[src/rtl/board_sense_reader_if.sv]
// board_sense_reader_if: board map handshake from the sense reader (master) to game logic (slave).
interface board_sense_reader_if;
  logic [63:0] board;
  logic        board_valid;
  logic        board_ack;
  modport master(output board, board_valid, input board_ack);
  modport slave(input board, board_valid, output board_ack);
endinterface

[src/rtl/board_sense_reader.sv]
// board_sense_reader: samples the 8x8 sense matrix row by row, debounces whole frames, presents stable maps.
module board_sense_reader #(
  parameter int unsigned SETTLE_CYCLES   = 8,
  parameter int unsigned DEBOUNCE_FRAMES = 3
) (
  input  logic                        clock,
  input  logic                        reset,
  input  logic                        enable,
  input  logic [7:0]                  Row,
  input  logic [7:0]                  Col,
  board_sense_reader_if.master        bus,
  output logic                        changed,
  output logic                        frame_err,
  output logic                        overrun
);
  typedef enum logic [1:0] {IDLE, SETTLE, HELD} state_t;
  localparam logic [7:0] SET_LAST = 8'(SETTLE_CYCLES - 1);
  localparam logic [3:0] DEB      = 4'(DEBOUNCE_FRAMES);
  state_t      state_q, state_d;
  logic [7:0]  col_m_q, col_s_q, row_q, sel_q, sel_d, cnt_q, cnt_d, mask_q, mask_d;
  logic [63:0] frame_q, frame_d, cand_q, cand_d, board_q, board_d;
  logic [3:0]  stable_q, stable_d;
  logic        valid_q, valid_d, changed_q, changed_d, err_q, err_d, ovr_q, ovr_d;
  logic        abort, done, same, ready;
  always_comb begin
    abort   = !enable || !$onehot(row_q);
    err_d   = enable && !$onehot(row_q);
    done    = enable && mask_q == 8'hFF;
    state_d = state_q;
    sel_d   = sel_q;
    cnt_d   = cnt_q;
    frame_d = frame_q;
    mask_d  = mask_q;
    if (abort) state_d = IDLE;
    else if (state_q == IDLE || row_q != sel_q) begin
      state_d = SETTLE;
      sel_d   = row_q;
      cnt_d   = 8'd0;
    end else if (state_q == SETTLE) begin
      if (cnt_q == SET_LAST) begin
        state_d = HELD;
        mask_d  = mask_q | sel_q;
        for (int r = 0; r < 8; r++) if (sel_q[r]) frame_d[r*8 +: 8] = col_s_q;
      end else cnt_d = cnt_q + 8'd1;
    end
    if (done || abort) mask_d = 8'h00;
    // a new candidate restarts the count at 1; a repeat saturates it at the threshold
    same      = frame_q == cand_q;
    cand_d    = done && !same ? frame_q : cand_q;
    stable_d  = !done ? stable_q : !same ? 4'd1 : stable_q < DEB ? stable_q + 4'd1 : stable_q;
    ready     = done && stable_d >= DEB && cand_d != board_q;
    changed_d = ready && !valid_q;
    board_d   = changed_d ? cand_d : board_q;
    valid_d   = changed_d || (valid_q && !bus.board_ack);
    ovr_d     = ovr_q || (ready && valid_q);
  end
  always_ff @(posedge clock or negedge reset) begin
    if (!reset) begin
      state_q   <= IDLE;
      col_m_q   <= '0;
      col_s_q   <= '0;
      row_q     <= '0;
      sel_q     <= '0;
      cnt_q     <= '0;
      mask_q    <= '0;
      frame_q   <= '0;
      cand_q    <= '0;
      board_q   <= '0;
      stable_q  <= '0;
      valid_q   <= 1'b0;
      changed_q <= 1'b0;
      err_q     <= 1'b0;
      ovr_q     <= 1'b0;
    end else begin
      state_q   <= state_d;
      col_m_q   <= Col;
      col_s_q   <= col_m_q;
      row_q     <= Row;
      sel_q     <= sel_d;
      cnt_q     <= cnt_d;
      mask_q    <= mask_d;
      frame_q   <= frame_d;
      cand_q    <= cand_d;
      board_q   <= board_d;
      stable_q  <= stable_d;
      valid_q   <= valid_d;
      changed_q <= changed_d;
      err_q     <= err_d;
      ovr_q     <= ovr_d;
    end
  end
  assign bus.board       = board_q;
  assign bus.board_valid = valid_q;
  assign changed         = changed_q;
  assign frame_err       = err_q;
  assign overrun         = ovr_q;
endmodule

[src/flat_wrapper.sv]
// flat-port wrapper written by rule: the top's interface ports become plain ports
module board_sense_reader_flat 
#(
  parameter int unsigned SETTLE_CYCLES   = 8,
  parameter int unsigned DEBOUNCE_FRAMES = 3
)
  (clock, reset, enable, Row, Col, changed, frame_err, overrun, bus_board, bus_board_valid, bus_board_ack);
  board_sense_reader_if bus_i ();
  input  logic clock;
  input  logic reset;
  input  logic enable;
  input  logic [7:0] Row;
  input  logic [7:0] Col;
  output logic changed;
  output logic frame_err;
  output logic overrun;
  output wire logic [$bits(bus_i.board)-1:0] bus_board;
  output wire logic [$bits(bus_i.board_valid)-1:0] bus_board_valid;
  input wire logic [$bits(bus_i.board_ack)-1:0] bus_board_ack;
  assign bus_board = bus_i.board;
  assign bus_board_valid = bus_i.board_valid;
  assign bus_i.board_ack = bus_board_ack;
  board_sense_reader #(.SETTLE_CYCLES(SETTLE_CYCLES), .DEBOUNCE_FRAMES(DEBOUNCE_FRAMES)) u_core (.clock(clock), .reset(reset), .enable(enable), .Row(Row), .Col(Col), .bus(bus_i), .changed(changed), .frame_err(frame_err), .overrun(overrun));
endmodule
[config.mk]
export PLATFORM = sky130hd
export DESIGN_NAME = board_sense_reader_flat
export DESIGN_NICKNAME = d
export VERILOG_FILES = /design/src/rtl/board_sense_reader_if.sv /design/src/rtl/board_sense_reader.sv /design/src/flat_wrapper.sv
export SDC_FILE = /design/constraint.sdc
export NUM_CORES = 1
export LEC_CHECK = 0
export ABC_AREA = 1
export BUFFER_PORTS_ARGS = -buffer_cell sky130_fd_sc_hd__buf_2
export CAP_MARGIN = 0
export CORE_ASPECT_RATIO = 0.8
export CORE_MARGIN = 10
export CORE_UTILIZATION = 55
export CTS_CLUSTER_SIZE = 20
export DETAILED_ROUTE_END_ITERATION = 8
export GPL_ROUTABILITY_DRIVEN = 0
export PLACE_DENSITY_LB_ADDON = 0.08
export SYNTH_ARGS = -nofsm -noshare
export SYNTH_HDL_FRONTEND = slang
export SYNTH_SLANG_ARGS = --single-unit
[constraint.sdc]
create_clock -name clock -period 3.65 [get_ports clock]
set_input_delay 0.365 -clock clock [delete_from_list [all_inputs] [get_ports clock]]
set_output_delay 0.365 -clock clock [all_outputs]
set_load 0.005 [all_outputs]
# ---- Word-level counts from Yosys, hierarchy flattened
# Cells that the tools add are included.
# Widths: inputs -> output; s select.
dict set report classes {
  eq_ne 10
  n_addsub 9
  order_cmp 2
  reduce_logical 36
  n_mux 16
  bitwise 3
}
# operator count
set ops {}
lappend ops {{$eq 64x64->1} 1}
lappend ops {{$mux 64} 1}
lappend ops {{$mux 8} 8}
lappend ops {{$ne 64x64->1} 1}
lappend ops {{$reduce_and 5->1} 8}
lappend ops {{$add 4x4->4} 3}
lappend ops {{$mux 4} 3}
lappend ops {{$add 1x1->2} 4}
lappend ops {{$add 8x1->8 const B} 1}
lappend ops {{$eq 8x3->1 const B} 1}
lappend ops {{$eq 8x8->1 const B} 1}
lappend ops {{$logic_and 1x1->1} 8}
lappend ops {{$mux 2} 4}
lappend ops {{$ne 8x8->1} 1}
lappend ops {{$or 8x8->8} 1}
lappend ops {{$reduce_bool 2->1} 3}
lappend ops {{$reduce_bool 3->1} 2}
lappend ops {{$logic_not 1->1} 5}
lappend ops {{$logic_or 1x1->1} 5}
lappend ops {{$add 4x1->4 const B} 1}
lappend ops {{$eq 4x1->1 const B} 1}
lappend ops {{$ge 4x2->1 const B} 1}
lappend ops {{$lt 4x2->1 const B} 1}
lappend ops {{$ne 2x2->1 const B} 2}
lappend ops {{7 further kinds} 9}
dict set report word_totals {
  output_inout_bits 68
  input_bits 20
  register_bits 250
}

# ---- Depth between registers and ports, before layout
# Gate-level depths: netlist of run 1.
dict set report logic_depth {
  depth_word 9
  depth_mapped 26
  depth_no_buf 23
}

# ---- Worst setup path after synthesis of run 1
# Ideal clock, no wire load.
dict set report synth_path {
  path_kind {register to register}
  from {register u_core.row_q[2]}
  to {register u_core.cnt_q[7]}
  period_less_slack_ns 3.886
  t_required_ns 3.527
  t_arrival_ns 3.762
  path_slack_ns -0.236
  path_stages_with_launch 18
  cell_sequence {dfrtp_1 -> ha_1 -> fa_1 -> inv_1 -> fa_1 -> inv_1 -> ha_1 -> inv_1 -> fa_1 -> nand2_1 -> nor3b_1 -> nand2_1 -> nor3_1 -> nor2_1 -> nor4_1 -> nand3_1 -> o21ai_0 -> a21oi_1}
}
dict set report synth_via {
  elab_chain_len 8
}
# element line
set synth_rtl {}
lappend synth_rtl {{start, declared} board_sense_reader.sv:20} ;# logic [7:0] col_m_q, col_s_q, row_q, sel_q, sel_d, cnt_q, cnt_d, mask_q, mask_d;
lappend synth_rtl {{start signal, assigned} board_sense_reader.sv:78} ;# row_q <= Row;
lappend synth_rtl {{$add 1x1->2 (implied by the code)} board_sense_reader.sv:26} ;# abort = !enable || !$onehot(row_q);
lappend synth_rtl {{$add 4x4->4 (implied by the code) (2 in a row)} board_sense_reader.sv:26}
lappend synth_rtl {{$eq 4x1->1} board_sense_reader.sv:26}
lappend synth_rtl {{$logic_not 1->1} board_sense_reader.sv:26}
lappend synth_rtl {{$logic_or 1x1->1} board_sense_reader.sv:26}
lappend synth_rtl {{$not 1->1 (no source line)} -}
lappend synth_rtl {{$reduce_and 3->1 (no source line)} -}
lappend synth_rtl {{end signal, assigned} board_sense_reader.sv:80} ;# cnt_q <= cnt_d;
lappend synth_rtl {{end, declared} board_sense_reader.sv:20}
# Parallel ways exist; a longest one is shown, timed or not.
# A chain may end at the register's enable or synchronous reset.

# ---- Final worst setup path of run 1
dict set report layout_path {
  from {register u_core.row_q[2]}
  to {register u_core.cnt_q[4]}
}
# Same word-level chain as after synthesis.

==> results.py, run 1 <==
metrics = {
    "pwr": {
        "p_seq_share_pct": 47.9,
        "p_sw_mw": 1.47,
        "power_density_nw_per_um2": 403,
        "swShare_pct": 23.9,
        "p_comb_share_pct": 6.4,
        "total_power_mw": 6.15,
        "ir_drop_mv": 0.443,
        "p_leak_nw": 8.27,
        "clkPwrFrac_pct": 45.8,
        "internal_power_mw": 4.68,
    },
    "drt": {
        "wl_met3_mm": 2.27,
        "wl_met2_mm": 15.5,
        "drt_wl_total_mm": 34.4,
        "ant_nets": 0,
        "drt-met1-wl_mm": 15.8,
        "vias": 11309,
        "drt_iter0_drc": 747,
        "wire_per_inst_um": 15.9,
        "drcViolationCount": 0,
        "viasPerCell": 5.24,
        "top_layer": "met4",
        "drt_first_pass_iters": 7,
    },
    "final_layout": {
        "seqCellArea_um2": 6260,
        "multi_input_area_um2": 5350,
        "fillers": 1823,
        "syn_to_final_growth_pct": 22.0,
        "final_common_cell": "nand2_1",
        "final_cell_mix": "nand2_1, dfrtp_1, inv_1, nand3_1, nor2_1",
        "utilization_pct": 68.1,
        "fin_area_um2": 15200,
        "drive_gt1_share_pct": 12.3,
        "fin_nets": 1865,
        "diodes": 0,
    },
    "yosys": {
        "syn-cell-area_um2": 12500,
        "yosys_warnings": 0,
        "ys_seq_area_share_pct": 50.1,
        "syn_inst": 1694,
        "synthAdderAreaFrac_pct": 1.44,
        "synth_top_family_by_area": "simple AND/OR/NAND/NOR gates",
        "synth_cell_type_count": 33,
        "synth-seq-cells": 250,
        "synth_fp_nets": 1726,
        "synth_compound_area_share_pct": 4.11,
        "synth.mux.area_fraction_pct": 0.0802,
        "synthSimpleGateAreaFrac_pct": 34.6,
        "synthXorXnorAreaFrac_pct": 0.842,
        "synth.avg_cell_area_um2": 7.37,
    },
    "grt": {
        "globalRouteOverflowTotal": 0,
        "grt_pass1_vias": 10510,
        "grt_usage_pct": 22.7,
        "grt_pass1_wl_mm": 54.9,
        "grt_max_degree": 101,
        "antenna_found_initial": 0,
    },
    "placement": {
        "port_buffers": 87,
        "place_area_um2": 13700,
        "hpwlAfterDp_mm": 22.1,
    },
    "critical_path": {
        "end_kind": "flip-flop",
        "rrSetupSlack_ns": -0.08,
        "path_class": "reg2reg",
        "cp_max_fo": 4,
        "cp-start-kind": "flip-flop",
        "arrival_ns": 4.18,
        "critPathRequiredTime_ns": 4.10,
    },
    "run_status": {
        "violations": "setup timing",
        "status": "finished, violations left",
    },
    "sta": {
        "finalCritPeriodShare_pct": 102,
        "hold_violations": 0,
        "drv_slew": 0,
        "relSlewSlack_pct": 37.6,
        "skew_ns": 0.0252,
        "fmax_ghz": 0.268,
        "tightest_slew_ns": 0.935,
        "fin_ws_ns": -0.0815,
        "fin_crit_ns": 3.73,
        "rsz0062_at_grt": "true",
        "fin_hold_ws_ns": 0.156,
        "setup_viol": 3,
    },
    "clocking": {
        "clk_pin_slew_ns": 0.06,
        "clockBufferDepth": 3,
        "root_buffer": "clkbuf_16",
        "htreeDepth": 1,
        "clock_sinks": 250,
        "clock_latency_ns": 0.55,
        "cts_tree": "done",
        "cts_made_buffers": 27,
    },
    "floorplan": {
        "floorplan.initialDensity_pct": 55.8,
        "io-pin-count": 88,
        "die_h_um": 155,
        "die_w_um": 188,
        "rows": 49,
        "die_area_um2": 29200,
        "core_region_area_um2": 22400,
    },
    "job": {
        "maxCapViolCount": 0,
    },
    "worst_hold_path": {
        "min_path_type": "in2reg",
    },
}
## sequential cells by signal, summed over array words and instances, names as in the netlist, 2 cells and up
| signal | count |
|---|---|
| u_core.stable_q | 4 |
| u_core.frame_q | 64 |
| u_core.cand_q | 64 |
| u_core.col_s_q | 8 |
| u_core.mask_q | 8 |
| u_core.row_q | 8 |
| u_core.col_m_q | 8 |
| u_core.state_q | 2 |
| u_core.sel_q | 8 |
| u_core.bus.board | 64 |
| u_core.cnt_q | 8 |
## repair_timing
| item | in CTS | in global routing |
|---|---|---|
| endpoints found under the setup margin | 31 | 153 |
| hold buffers | 18 | 0 |
| buffers inserted | 1 | 5 |
| resized for setup | 6 | 37 |
| pin swaps | 5 | 5 |
| hold endpoints to repair | 113 | 0 |
| gates cloned | 0 | 10 |
## path summary, 6_finish.rpt
path,startpoint,endpoint,depth (start not counted)
min reg2reg,u_core.col_m_q[4],u_core.col_s_q[4],0
max in group asynchronous,reset,u_core.frame_q[14],3
max,u_core.row_q[2],u_core.cnt_q[4],18
min in group asynchronous,reset,u_core.bus.board[35],2
min,enable,u_core.frame_err,3
max reg2reg,u_core.row_q[2],u_core.cnt_q[4],18
## critical path: stages (launching register included)
cell      delay, ns
dfrtp_1        0.40
ha_2           0.19
fa_1           0.53
inv_1          0.05
fa_1           0.42
inv_1          0.07
ha_1           0.13
inv_1          0.05
fa_1           0.48
nand2_1        0.07
nor3b_2        0.23
nand2_2        0.11
nor3_4         0.21
nor2_2         0.07
buf_6          0.13
nor3_4         0.15
buf_4          0.15
nand2_2        0.04
a211oi_2       0.17
## final cells by class
type                       instances  share of cell area, %
multi-input combinational       1163                   35.1
timing repair buffer             167                   9.72
timing repair inverter             1                 0.0575
sequential                       250                   41.1
clock inverter                     8                  0.838
inverter                         223                   5.54
tap                              306                   2.51
clock buffer                      39                   5.12
## per-layer routing
metal  up-vias  GRT usage [%]
li1       5575              -
met1      5324           32.3
met2       355           35.1
met3        55           3.64
met4         0           6.56
met5         -              0
## Yosys cell counts, drive strengths merged
| cell | number | area share, % |
|---|---|---|
| nand2 | 675 | 20 |
| a211oi | 1 | 0.060 |
| dfrtp | 250 | 50 |
| or2 | 2 | 0.10 |
| buf | 31 | 1.3 |
| clkinv | 2 | 0.060 |
| a32o | 1 | 0.080 |
| nor3b | 1 | 0.060 |
| nor4 | 3 | 0.15 |
| nor2 | 126 | 3.8 |
| inv | 221 | 6.6 |
| mux2i | 1 | 0.080 |
| clkbuf | 27 | 0.81 |
| nand4 | 69 | 3.5 |
| o21ai | 73 | 2.9 |
| o31ai | 1 | 0.060 |
| nand3 | 150 | 6.0 |
| o21a | 2 | 0.12 |
| nor4b | 1 | 0.070 |
| o21bai | 1 | 0.060 |
| nor3 | 9 | 0.45 |
| fa | 4 | 0.64 |
| a21oi | 18 | 0.72 |
| xnor2 | 1 | 0.070 |
| xor2 | 11 | 0.77 |
| o211a | 1 | 0.080 |
| nand3b | 4 | 0.24 |
| ha | 8 | 0.80 |
## kinds of logic after synthesis
family	after synthesis
compound gates	98
xor+xnor	12
fa+ha+maj	12
buf+inv	281
flops	250
mux	1
simple gates	1040
## stage by stage
stage / cells / setup WS (ns) / setup TNS [ns]
after floorplan: 1694 / -0.0606 / -0.0606
after global placement: 2077 / -0.0177 / -0.0261
after detailed placement: 2077 / -0.162 / -1.13
after CTS: 2143 / -0.0542 / -0.102
after global routing: 2157 / -0.306 / -9.36
final: 2157 / -0.0815 / -0.172
## power by group through the flow
stage / Combinational [mW] / Clock (mW) / Sequential [mW]
2_1_floorplan: 0.184 / 0 / 2.94
3_5_place_dp: 0.344 / 0 / 2.97
6_report: 0.391 / 2.81 / 2.94
3_3_place_gp: 0.336 / 0 / 2.97
5_1_grt: 0.444 / 2.97 / 2.95
4_1_cts: 0.364 / 2.85 / 2.92
Note: power is estimated with default switching activity, not from simulation.
==> inputs of run 2 (changes only) <==
CORE_MARGIN = 2   (was 10)
CORE_UTILIZATION = 60   (was 55)
clock period = 3.6 ns   (was 3.65 ns; I/O delays follow)
==> run 2 against run 1 <==
The flow still finishes with violations (setup timing). Clock power rose by 12%. Register-to-register slack got worse by 0.18 ns. Clock skew fell by 0.015 ns. Die area fell by 25%. Via count rose by 3.3%. Total power rose by 7.1%. Maximum frequency fell by 3.4%. Routed wire length rose by 2.4%. Cell area rose by 0.95%. Critical path depth did not move. Setup slack got worse by 0.18 ns. Critical path type unchanged. Highest routed layer unchanged.
==> results.py, run 2 (synthesis results as in run 1) <==
metrics = {
    "run_status": {
        "status": "finished, violations left",
        "violations": "setup timing",
    },
    "critical_path": {
        "end_kind": "flip-flop",
        "worstReg2RegStart": "u_core.row_q[2]",
        "cp-start-kind": "flip-flop",
        "crit_chain": "ha_4 -> fa_1 -> inv_1 -> fa_1 -> inv_1 -> ha_1 -> inv_1 -> fa_1 -> nand2_2 -> nor3b_4 -> nand2_2 -> nor3_4 -> nor2_4 -> buf_6 -> nor3_4 -> buf_4 -> nand2_2 -> a211oi_2",
        "path_class": "reg2reg",
        "cp_max_fo": 3,
        "r2r_cells": 18,
        "slowest_stage": "fa_1",
        "worst_r2r_endpoint": "u_core.cnt_q[4]",
        "rrSetupSlack_ns": -0.26,
        "max_stage_delay_ns": 0.52,
        "critPathRequiredTime_ns": 4.04,
        "arrival_ns": 4.31,
    },
    "final_layout": {
        "diodes": 0,
        "fin_area_um2": 15400,
        "final_common_cell": "nand2_1",
        "final_cell_mix": "nand2_1, dfrtp_1, inv_1, nand3_1, nor2_1",
        "fin_nets": 1874,
        "drive_gt1_share_pct": 13.5,
        "syn_to_final_growth_pct": 23.2,
    },
    "grt": {
        "grt_pass1_wl_mm": 54.3,
        "grt_max_degree": 111,
        "globalRouteOverflowTotal": 0,
        "antenna_found_initial": 0,
        "grt_util_met2_pct": 49.2,
        "grt_usage_pct": 31.0,
        "grt_use_met3_pct": 4.08,
        "top_usage_layer": "met2",
        "grt_pass1_vias": 10916,
        "met1_usage_pct": 44.9,
    },
    "floorplan": {
        "die_area_um2": 22000,
        "floorplan.initialDensity_pct": 60.8,
        "die_h_um": 133,
        "rows": 47,
        "core_region_area_um2": 20500,
        "io-pin-count": 88,
        "die_w_um": 165,
    },
    "clocking": {
        "cts_tree": "done",
        "clock_sinks": 250,
        "clockBufferDepth": 3,
        "htreeDepth": 1,
        "cts_made_buffers": 26,
        "root_buffer": "clkbuf_16",
        "clock_latency_ns": 0.53,
        "clk_pin_slew_ns": 0.07,
    },
    "worst_hold_path": {
        "min_path_cells": 3,
        "hp-start": "enable",
        "min_path_type": "in2reg",
        "holdPathEnd": "u_core.frame_err",
    },
    "sta": {
        "fin_ws_ns": -0.264,
        "drv_slew": 0,
        "setup_viol": 79,
        "fmax_ghz": 0.259,
        "skew_ns": 0.00980,
        "relSlewSlack_pct": 40.6,
        "setup_tns_ns": -8.21,
        "rsz0062_at_grt": "true",
        "fin_crit_ns": 3.86,
        "hold_violations": 0,
        "tightest_slew_ns": 0.883,
        "finalCritPeriodShare_pct": 107,
    },
    "drt": {
        "vias": 11682,
        "drcViolationCount": 0,
        "drt_first_pass_iters": 5,
        "drt_iter0_drc": 1049,
        "drt_wl_total_mm": 35.2,
        "wire_per_inst_um": 16.5,
        "viasPerCell": 5.48,
        "ant_nets": 0,
    },
    "pwr": {
        "power_density_nw_per_um2": 428,
        "p_leak_nw": 8.33,
        "ir_drop_mv": 0.399,
    },
    "placement": {
        "hpwlAfterDp_mm": 21.6,
        "port_buffers": 87,
        "place_area_um2": 13600,
    },
    "job": {
        "maxCapViolCount": 0,
    },
}
==> run 2: where the power goes <==
part / internal, mW / total, mW / switching, mW
clock: 1.99 / 3.14 / 1.15
combinational: 0.169 / 0.459 / 0.291
sequential: 2.88 / 2.99 / 0.104
==> run 2: cell type report <==
cell class                 count  area, µm²
sequential                   250       6260
multi-input combinational   1163       5420
fill                        1514       5140
timing repair buffer         176       1480
inverter                     223        853
clock buffer                  35        766
tap                          269        337
clock inverter                12        240
timing repair inverter         2       23.8
==> run 2: metrics by stage <==
step	cells	hold slack, ns	power, mW	worst slack, ns	util [%]
after floorplan	1694	0.0644	3.17	-0.111	-
after global routing	2130	0.150	6.77	-0.490	74.9
final	2130	0.156	6.59	-0.264	74.9
after detailed placement	2044	0.336	3.36	-0.162	66.3
after global placement	2044	0.332	3.35	-0.0669	66.3
after CTS	2113	0.135	6.50	-0.0691	72.4
==> run 2: worst max path at each step <==
stage                          from               to  cells after the start
global route        u_core.row_q[2]  u_core.cnt_q[4]                     18
floorplan           u_core.row_q[3]  u_core.cnt_q[7]                     17
CTS                 u_core.row_q[2]  u_core.cnt_q[6]                     20
global placement    u_core.row_q[3]  u_core.cnt_q[6]                     20
finish              u_core.row_q[2]  u_core.cnt_q[4]                     18
detailed placement  u_core.row_q[2]  u_core.cnt_q[6]                     20
==> run 2: layer usage <==
| layer | wire (µm) | part of all wire, % | vias up |
|---|---|---|---|
| li1 | - | - | 5605 |
| met1 | 15200 | 43 | 5498 |
| met2 | 16200 | 46 | 478 |
| met3 | 2660 | 7.6 | 101 |
| met4 | 1160 | 3.3 | 0 |
| met5 | 0 | 0 | - |
==> run 2: what timing repair did <==
| item | 4_1_cts | 5_1_grt |
|---|---|---|
| resized for setup | 10 | 79 |
| setup endpoints to repair | 75 | 156 |
| pin swaps | 5 | 5 |
| buffers inserted | 3 | 6 |
| gates cloned | 1 | 11 |
| hold endpoints to repair | 123 | 0 |
| hold buffers | 18 | 0 |
==> run 2: worst max-delay path, delay by kind of cell (launching register included) <==
kind,cells,cell delay [ns]
flip-flops,1,0.41
adder cells (fa/ha/maj),5,1.74
buffers and inverters,5,0.46
AO/OA/AOI/OAI,1,0.19
AND/OR/NAND/NOR,7,0.98
